$ cat src/rtl/pipe_pkg.sv
// Shared field layout for the pipeline-boundary registers: control bit positions
// and EX/MEM payload offsets, used by the stage wrappers to pack and unpack records.
package pipe_pkg;

    localparam int CTRL_REGW       = 0;
    localparam int CTRL_MEMR       = 1;
    localparam int CTRL_MEMW       = 2;
    localparam int CTRL_MDATAS     = 3;
    localparam int CTRL_SELMOD_LSB = 4;
    localparam int CTRL_SELMOD_MSB = 5;

    // EX/MEM payload: ALU result, store data, destination register index
    localparam int EXMEM_ALU_LSB = 0;
    localparam int EXMEM_ALU_MSB = 31;
    localparam int EXMEM_STD_LSB = 32;
    localparam int EXMEM_STD_MSB = 55;
    localparam int EXMEM_RD_LSB  = 56;
    localparam int EXMEM_RD_MSB  = 60;

endpackage

$ cat src/rtl/pipe_stage_skid.sv
// Elastic pipeline-boundary register: valid/ready handshake with a 2-entry skid
// buffer, so in_ready is registered and never depends on out_ready.
module pipe_stage_skid
    import pipe_pkg::*;
#(
    parameter int DATA_W     = 64,
    parameter int CTRL_W     = 8,
    parameter int CLEAR_DATA = 1
) (
    input  logic              clk,
    input  logic              rst,
    input  logic              flush,
    input  logic              in_valid,
    output logic              in_ready,
    input  logic [DATA_W-1:0] in_data,
    input  logic [CTRL_W-1:0] in_ctrl,
    output logic              out_valid,
    input  logic              out_ready,
    output logic [DATA_W-1:0] out_data,
    output logic [CTRL_W-1:0] out_ctrl,
    output logic [1:0]        occupancy
);

    typedef struct packed {
        logic [DATA_W-1:0] data;
        logic [CTRL_W-1:0] ctrl;
    } entry_t;

    function automatic entry_t pack_entry(input logic [DATA_W-1:0] d,
                                          input logic [CTRL_W-1:0] c);
        entry_t e;
        e.data = d;
        e.ctrl = c;
        return e;
    endfunction

    entry_t m_q, m_d, s_q, s_d;
    logic   mv_q, mv_d, sv_q, sv_d;
    logic   in_fire, out_fire, squash;

    assign squash   = rst | flush;
    assign in_fire  = in_valid & ~sv_q;
    assign out_fire = mv_q & out_ready;

    always_comb begin
        m_d  = m_q;
        s_d  = s_q;
        mv_d = mv_q;
        sv_d = sv_q;
        if (!mv_q) begin
            if (in_fire) begin
                m_d  = pack_entry(in_data, in_ctrl);
                mv_d = 1'b1;
            end
        end else if (!sv_q) begin
            if (out_fire && in_fire) begin
                m_d = pack_entry(in_data, in_ctrl);
            end else if (out_fire) begin
                mv_d = 1'b0;
            end else if (in_fire) begin
                s_d  = pack_entry(in_data, in_ctrl);
                sv_d = 1'b1;
            end
        end else if (out_fire) begin
            // Skid drains into main; in_ready is low this cycle so no input arrives
            m_d  = s_q;
            sv_d = 1'b0;
        end
    end

    always_ff @(posedge clk) begin
        if (squash) begin
            mv_q   <= 1'b0;
            sv_q   <= 1'b0;
            m_q.ctrl <= '0;
            s_q.ctrl <= '0;
        end else begin
            mv_q   <= mv_d;
            sv_q   <= sv_d;
            m_q.ctrl <= m_d.ctrl;
            s_q.ctrl <= s_d.ctrl;
        end
    end

    // Payload is only cleared when CLEAR_DATA is set; otherwise it keeps its old value on squash
    always_ff @(posedge clk) begin
        if (squash) begin
            if (CLEAR_DATA != 0) begin
                m_q.data <= '0;
                s_q.data <= '0;
            end
        end else begin
            m_q.data <= m_d.data;
            s_q.data <= s_d.data;
        end
    end

    assign out_valid = mv_q;
    assign in_ready  = ~sv_q;
    assign occupancy = {1'b0, mv_q} + {1'b0, sv_q};
    assign out_data  = m_q.data;
    assign out_ctrl  = mv_q ? m_q.ctrl : '0;

endmodule

$ cat config.mk
export PLATFORM = sky130hd
export DESIGN_NAME = pipe_stage_skid
export DESIGN_NICKNAME = d
export VERILOG_FILES = /design/src/rtl/pipe_pkg.sv /design/src/rtl/pipe_stage_skid.sv
export SDC_FILE = /design/constraint.sdc
export NUM_CORES = 1
export LEC_CHECK = 0
export ABC_AREA = 1
export CORE_MARGIN = 5
export CORE_UTILIZATION = 28
export DETAILED_ROUTE_END_ITERATION = 16
export GPL_TIMING_DRIVEN = 0
export PLACE_DENSITY = 0.61
export REMOVE_ABC_BUFFERS = 1
export SLEW_MARGIN = 10
export SYNTH_ARGS = -nofsm -noshare
export SYNTH_HDL_FRONTEND = slang
export SYNTH_SLANG_ARGS = --single-unit
$ cat constraint.sdc
create_clock -name clk -period 2.24 [get_ports clk]
set_clock_uncertainty 0.15 [all_clocks]
set_input_delay 0.224 -clock clk [delete_from_list [all_inputs] [get_ports clk]]
set_output_delay 0.224 -clock clk [all_outputs]
set_load 0.1 [all_outputs]
==> results of run 1 <==
==> how the worst max path moves through the flow <==
| stage | startpoint | end | slack, ps | cells after the start |
|---|---|---|---|---|
| 2_1_floorplan | out_valid$_SDFF_PP0_ | m_q[0]$_SDFFE_PP0P_ | -3110 | 6 |
| 3_3_place_gp | rst | s_q[16]$_SDFFE_PP0P_ | -6870 | 4 |
| 3_5_place_dp | in_valid | out_data[33]$_SDFFE_PP0P_ | -570 | 9 |
| 4_1_cts | out_valid$_SDFF_PP0_ | out_valid | 8 | 1 |
| 5_1_grt | sv_q$_SDFFE_PP0P_ | out_data[12]$_SDFFE_PP0P_ | 20 | 8 |
| 6_report | sv_q$_SDFFE_PP0P_ | occupancy[0] | 100 | 4 |
==> layout make-up <==
| cell class | count | area [um^2] |
|---|---|---|
| fill | 2694 | 16000 |
| multi-input combinational | 748 | 3230 |
| sequential | 146 | 2930 |
| timing repair buffer | 174 | 1830 |
| clock buffer | 24 | 523 |
| tap | 330 | 413 |
| inverter | 85 | 319 |
| clock inverter | 7 | 47.5 |
==> power breakdown <==
part / leakage, nW / internal (mW) / switching (mW)
logic: 3.01 / 0.380 / 0.961
clock network: 0.279 / 1.63 / 1.14
registers: 1.19 / 2.69 / 0.0502
==> state kept, by name (all words and copies together), names as in the netlist <==
register and count:
s_q 72, out_data 64, m_q 8, out_valid 1
sv_q 1
==> kinds of logic (layout without fill, tap and decap cells) <==
kind of cell             count (synthesis)  count (layout)  synth area share (%)
adder cells (fa/ha/maj)                  2               2                 0.348
AO/OA/AOI/OAI                           75              75                  5.25
buffers and inverters                  226             290                  16.2
flip-flops                             146             146                  40.6
AND/OR/NAND/NOR                        668             671                  37.6
==> cells in the final DEF, fill, tap and decap left out <==
cell type and n:
nand2_1 300, nor2_1 217, dfxtp_1 144, inv_1 84
clkdlybuf4s50_1 76, nand3_1 72, nor3_1 72, dlygate4sd2_1 64
o21ai_1 51, o21ai_0 21, clkbuf_16 19, buf_12 8
buf_4 8, buf_16 6, clkdlybuf4s15_2 6, nand2_4 5
clkbuf_8 5, nand2_8 3, clkinv_2 3, nor2_4 2
clkinvlp_4 2, clkinv_4 2, dfxtp_4 2, buf_2 2
inv_2 1, o21ai_4 1, o211ai_1 1, a21oi_1 1
ha_4 1, ha_1 1, clkbuf_1 1, clkbuf_2 1
clkbuf_4 1, buf_6 1
==> worst min-delay path: cells and delay by family <==
family | cells | cell delay [ps]
AND/OR/NAND/NOR | 2 | 140
buffers and inverters | 1 | 480
==> metal layers <==
metal / part of all wire, % / vias up / global-route usage (%)
met2: 45 / 169 / 25.2
li1: - / 3501 / -
met1: 48 / 3136 / 21.1
met5: 0 / - / 0
met3: 5.2 / 21 / 3.60
met4: 1.1 / 0 / 3.51
==> repair_timing <==
action | 4_1_cts | 5_1_grt
endpoints found under the hold margin | 0 | 0
buffers inserted | 6 | 2
gates cloned | 4 | 1
pin swaps | 3 | 0
resized for setup | 120 | 3
setup endpoints to repair | 214 | 85
==> stage by stage <==
stage	setup TNS (ps)	instance area [um^2]	hold slack, ps
finish	0	9290	313
global route	0	9290	300
CTS	0	9250	290
detailed placement	-43800	8590	333
global placement	-965090	8280	327
floorplan	-432050	6350	216
==> metrics.yaml, run 1 <==
final_layout_size_suffix_gt1_share_pct: 6.67
gr-usage-all-layers_pct: 15.5
finalHoldViolCount: 0
grt_max_degree: 57
min_path_cells: 3
hold_end: "s_q[55]$_SDFFE_PP0P_"
fmax_mhz: 467
leakage_nw: 4.48
critPathArrivalTime_ps: 1770
numPortBuffers: 152
first_global_vias: 6434
placed_cells: 1470
drt-initial-drc-count: 415
synth_cells: 1117
synth_commonest_cells: "nand2_1, nor2_1, dfxtp_1"
detailed_place_hpwl_um: 12200
num_rows: 58
die-area_um2: 29000
antenna_found_initial: 0
syn_area_um2: 7200
die-width_um: 170
finalSetupViolCount: 0
fin_util_pct: 36.8
insertion_delay_ps: 410
drv_slew: 0
fin_total_pwr_mw: 6.84
synth_area_per_cell_um2: 6.44
start_kind: "register"
slowest_delay_ps: 490
crit_family: "buffers and inverters"
cts_hold_buf: 0
cts_made_buffers: 17
htree_levels: 4
ant_nets: 0
grt_overflow: 0
start_util_pct: 28.5
rsz0062_at_grt: "no"
nets: 1251
crit_slowest_cell: "dfxtp_4"
synth_seq_cells: 146
r2r-end: "out_data[42]$_SDFFE_PP0P_"
num_io_pins: 153
stdcell_count: 1514
fin_crit_ps: 2140
dr_total_vias: 6827
area_delta_synth_final_pct: 29.1
powerDensity_nw_per_um2: 737
r2r_start: "sv_q$_SDFFE_PP0P_"
clockRootBuffer: "clkbuf_16"
drc_errors: 0
required_ps: 1870
place_ws_ps: -566
criticalPathCategory: "reg -> out"
core_area_um2: 25300
min_path_type: "in -> reg"
routed_via_density: 4.51
worst_slew_pin_slew_ps: 1070
clock_sinks: 146
place_congestion: 0.702
antennaDiodeCount: 0
status: "completed"
path_buf_inv: 3
async_flop_share_pct: 0
cts_tree: "built"
yosys-top-cells-area: "dfxtp_1, nand2_1, nor2_1, buf_4, nand3_1"
clk_path_buf_depth: 2
setup_ws_ps: 98.5
fin_crit_sh_pct: 95.6
rr_worst_depth: 7
yosys_warnings: 0
endpoint_kind: "output pin"
cp_max_fo: 12
dr.pass1.iters: 5
synth_edf_count: 0
synth_top_cell_by_area: "dfxtp_1"
drv_cap: 0
avgRoutedWirePerCell_um: 15.1
grt_first_pass_wirelength_um: 36100
ys_seq_area_share_pct: 40.6
yosys.area.top_type_share_pct: 40.6
hold_path.startpoint: "in_data[47]"
die_h_um: 170
peakVddDrop_mv: 0.410
r2r_slack_ps: 150
clk_pin_slew_ps: 70
crit_chain: "inv_2 > ha_4 > inv_1 > buf_2"
post-synth-top-count-cell: "nand2_1"
routed_wl_um: 22900
synth_top_flop_cell: "dfxtp_1"
maxSlewHeadroom_pct: 29.0
synth.distinct_cells: 18
(Power assumes the default switching activity.)
==> run 2: changes to the inputs <==
--- a/config.mk
+++ b/config.mk
@@ -7,10 +7,11 @@
 export LEC_CHECK = 0
 export ABC_AREA = 1
 export CORE_MARGIN = 5
-export CORE_UTILIZATION = 28
+export CORE_UTILIZATION = 64
 export DETAILED_ROUTE_END_ITERATION = 16
+export DONT_BUFFER_PORTS = 1
 export GPL_TIMING_DRIVEN = 0
-export PLACE_DENSITY = 0.61
+export PLACE_DENSITY_LB_ADDON = 0.15
 export REMOVE_ABC_BUFFERS = 1
 export SLEW_MARGIN = 10
 export SYNTH_ARGS = -nofsm -noshare
==> metrics.yaml, run 2 (same netlist as run 1, synthesis figures left out) <==
endpoint_kind: "output pin"
num_rows: 38
largest_reg_flops: 72
final_cell_mix: "nand2_1, nor2_1, dfxtp_1"
crit_family: "buffers and inverters"
stdcell_area_um2: 8450
crit_chain: "buf_16 > nand2_1 > clkinvlp_4"
cts_made_buffers: 17
criticalPathCategory: "reg -> out"
fin_crit_sh_pct: 97.2
routed_wl_um: 21800
place_congestion: 0.775
status: "completed"
cts_tree: "built"
critPathArrivalTime_ps: 1800
setup_ws_ps: 63.7
numPortBuffers: 0
clockRootBuffer: "clkbuf_16"
antennaDiodeCount: 0
top_register: "s_q"
leakage_nw: 3.91
min_path_type: "in -> reg"
gr-usage-all-layers_pct: 32.6
clock_sinks: 146
path_buf_inv: 2
nets: 1179
layout_commonest_cell: "nand2_1"
start_kind: "register"
cp_max_fo: 35
clk_path_buf_depth: 2
peakVddDrop_mv: 0.706
core_area_um2: 10900
finalHoldViolCount: 0
area_delta_synth_final_pct: 17.4
htree_levels: 4
die-width_um: 116
insertion_delay_ps: 420
crit_slowest_cell: "dfxtp_4"
avgRoutedWirePerCell_um: 17.4
drc_errors: 0
drv_cap: 0
fin_util_pct: 77.3
slowest_delay_ps: 550
placed_cell_area_um2: 6730
start_util_pct: 65.8
detailed_place_hpwl_um: 9270
fin_crit_ps: 2180
first_global_vias: 6573
fillers: 812
grt_first_pass_wirelength_um: 34100
required_ps: 1870
dr_total_vias: 6972
rsz0062_at_grt: "no"
routed_via_density: 5.56
finalSetupViolCount: 0
die_h_um: 116
tns_ps: 0
maxSlewHeadroom_pct: 31.1
ant_nets: 0
die-area_um2: 13500
antenna_found_initial: 0
fmax_mhz: 459
worst_slew_pin_slew_ps: 1030
place_ws_ps: -1410
clk_pin_slew_ps: 60
drv_slew: 0
grt_overflow: 0
num_io_pins: 153
powerDensity_nw_per_um2: 785
drt-initial-drc-count: 684
dr.pass1.iters: 5
grt_max_degree: 74
final_layout_size_suffix_gt1_share_pct: 6.20
fin_total_pwr_mw: 6.63
==> run 2: cell count changes in the layout (fill, tap and decap cells not counted), moves of 4 or more <==
cell | previous run | this run
dlygate4sd2_1 | 64 | 0
clkdlybuf4s15_2 | 6 | 0
clkdlybuf4s50_1 | 76 | 0
dlygate4sd3_1 | 0 | 77
clkbuf_1 | 1 | 7
inv_1 | 84 | 80
nand2_8 | 3 | 10
==> run 2: stage by stage <==
| stage | cells | hold WS [ps] |
|---|---|---|
| final | 1253 | 79.4 |
| after global routing | 1253 | 98.0 |
| after floorplan | 976 | 216 |
| after global placement | 1116 | 218 |
| after detailed placement | 1123 | 225 |
| after CTS | 1253 | 55.2 |
==> run 2: where the power goes <==
part	switching, mW	internal (mW)	leakage (nW)	total, mW
clock network	1.04	1.58	0.266	2.62
registers	0.508	2.69	1.19	3.19
logic	0.528	0.291	2.45	0.819
==> run 2: worst paths after layout <==
check,startpoint,to,slack (ps),cells after the start
worst max register to register,sv_q$_SDFFE_PP0P_,out_data[63]$_SDFFE_PP0P_,120,7
worst min-delay path,in_valid,s_q[67]$_SDFFE_PP0P_,80,3
worst min register to register,s_q[61]$_SDFFE_PP0P_,s_q[61]$_SDFFE_PP0P_,350,2
worst max-delay path,out_valid$_SDFF_PP0_,out_ctrl[7],60,3
==> run 2: final cells by class <==
class | count | area, um^2 | area share [%]
Inverter | 85 | 339 | 4.01
Timing Repair Buffer | 96 | 1100 | 13.0
Sequential cell | 146 | 2930 | 34.7
Clock inverter | 6 | 55.1 | 0.652
Multi-Input combinational cell | 754 | 3370 | 39.9
Tap cell | 140 | 175 | 2.07
Clock buffer | 26 | 479 | 5.67
==> run 2: routing by layer <==
| layer | vias to the layer above | global-route usage (%) | wire [um] |
|---|---|---|---|
| li1 | 3375 | - | - |
| met3 | 49 | 7.73 | 2100 |
| met2 | 399 | 52.2 | 10200 |
| met1 | 3149 | 42.0 | 8960 |
| met4 | 0 | 14.1 | 537 |
| met5 | - | 0 | 0 |
==> run 2: worst register-to-register path, delay by kind of cell (launching register included) <==
family | cells | cell delay, ps
flip-flops | 1 | 360
AND/OR/NAND/NOR | 5 | 1000
buffers and inverters | 2 | 500
==> run 2: timing repair <==
item,in CTS,in global routing
setup buffers,11,0
hold buffers,78,0
cloned,9,0
pin swaps,7,0
gates resized for setup,21,5
hold endpoints to repair,146,0
setup endpoints to repair,155,90
==> run 3: changes to the inputs <==
--- a/config.mk
+++ b/config.mk
@@ -13,6 +13,7 @@
 export GPL_TIMING_DRIVEN = 0
 export PLACE_DENSITY_LB_ADDON = 0.15
 export REMOVE_ABC_BUFFERS = 1
+export SETUP_SLACK_MARGIN = 0.15
 export SLEW_MARGIN = 10
 export SYNTH_ARGS = -nofsm -noshare
 export SYNTH_HDL_FRONTEND = slang
==> metrics.yaml, run 3 (same netlist as run 1, synthesis figures left out) <==
wl_met3_um: 2160
placed_cell_area_um2: 6730
num_rows: 38
antenna_found_initial: 0
die-area_um2: 13500
endpoint_kind: "output pin"
nets: 1184
first_global_vias: 6617
drv_slew: 0
routed_via_density: 5.54
grt_overflow: 0
required_ps: 1870
fmax_mhz: 486
fin_crit_ps: 2060
worst_slew_pin_slew_ps: 1050
fin_crit_sh_pct: 91.8
wl_met2_um: 10500
top_layer_used: "met4"
die-width_um: 116
cts_tree: "built"
start_util_pct: 65.8
clockRootBuffer: "clkbuf_16"
detailed_place_hpwl_um: 9270
core_area_um2: 10900
startpoint: "out_valid$_SDFF_PP0_"
powerDensity_nw_per_um2: 781
final_cell_mix: "nand2_1, nor2_1, dfxtp_1"
die_h_um: 116
grt_max_degree: 74
clk_pin_slew_ps: 60
fin_util_pct: 77.9
num_io_pins: 153
drv_cap: 0
ant_nets: 0
critPathArrivalTime_ps: 1680
gr-usage-all-layers_pct: 32.7
finalHoldViolCount: 0
antennaDiodeCount: 0
r2r_slack_ps: 230
cts_made_buffers: 17
criticalPathCategory: "reg -> out"
place_congestion: 0.775
fin_total_pwr_mw: 6.66
cp_max_fo: 18
largest_reg_flops: 72
avgRoutedWirePerCell_um: 17.8
r2r_start: "out_valid$_SDFF_PP0_"
htree_levels: 4
status: "completed"
final_layout_size_suffix_gt1_share_pct: 6.89
grt_first_pass_wirelength_um: 34200
area_delta_synth_final_pct: 18.4
drt-initial-drc-count: 723
drc_errors: 0
leakage_nw: 3.93
finalSetupViolCount: 0
r2r-end: "m_q[3]$_SDFFE_PP0P_"
clock_sinks: 146
peakVddDrop_mv: 0.612
endpoint: "out_ctrl[7]"
rr_worst_depth: 7
insertion_delay_ps: 420
routed_wl_um: 22400
layout_commonest_cell: "nand2_1"
min_path_type: "in -> reg"
start_kind: "register"
whs_ps: 27.9
top_register: "s_q"
clk_path_buf_depth: 2
wl_met1_um: 9070
numPortBuffers: 0
dr_total_vias: 6969
rsz0062_at_grt: "yes"
maxSlewHeadroom_pct: 30.1
dr.pass1.iters: 7
stdcell_area_um2: 8520
==> run 3: changes by cell type in the layout (fill, tap and decap cells not counted) <==
cell and delta:
nand2_1 -1, inv_8 +1, inv_6 -1, bufbuf_16 +1, nand2_4 +2, dlygate4sd3_1 -1
buf_6 +1, buf_4 +3, dlymetal6s4s_1 -1, nand2_2 +1
==> run 3: worst max-delay path, cell delays in order (launching register included) <==
cell and delay, ps:
dfxtp_4 500, buf_16 270, nand2_1 120, clkinvlp_4 360
==> run 3: through the flow <==
stage	worst slack, ps	cells	setup TNS (ps)
6_report	184	1258	0
5_1_grt	137	1258	0
4_1_cts	164	1256	0
2_1_floorplan	-3110	976	-432050
3_5_place_dp	-1410	1123	-185430
3_3_place_gp	-5730	1116	-791670
==> run 3: metal layers <==
| metal | global-route usage [%] | vias to the layer above |
|---|---|---|
| met5 | 0 | - |
| met4 | 14.6 | 0 |
| met3 | 8.15 | 70 |
| met2 | 52.6 | 368 |
| met1 | 41.6 | 3148 |
| li1 | - | 3383 |
==> run 3: what timing repair did <==
item / CTS / global route
endpoints found under the hold margin: 146 / 0
pin swaps: 7 / 5
hold buffers: 76 / 0
gates resized for setup: 23 / 5
gates cloned: 10 / 2
setup endpoints to repair: 156 / 121
setup buffers: 15 / 0
==> run 3: layout make-up <==
class	instances	area, um^2
well taps	140	175
flip-flops and latches	146	2930
repair buffers	99	1150
fillers	795	2410
clock inverters	6	55.1
clock buffers	26	479
inverters	85	342
multi-input cells	756	3390
==> run 3: worst min path at each step <==
stage               cells after the start        start                   end  slack [ps]
floorplan                               2   in_ctrl[0]   s_q[0]$_SDFFE_PP0P_         220
global route                            3    out_ready     sv_q$_SDFFE_PP0P_          40
global placement                        2  in_data[53]  s_q[61]$_SDFFE_PP0P_         220
finish                                  3    out_ready     sv_q$_SDFFE_PP0P_          30
CTS                                     3     in_valid  s_q[31]$_SDFFE_PP0P_          50
detailed placement                      2  in_data[62]  s_q[70]$_SDFFE_PP0P_         220
==> run 3: power breakdown <==
| part | switching (mW) | internal, mW |
|---|---|---|
| logic | 0.543 | 0.302 |
| registers | 0.507 | 2.69 |
| clock network | 1.04 | 1.58 |
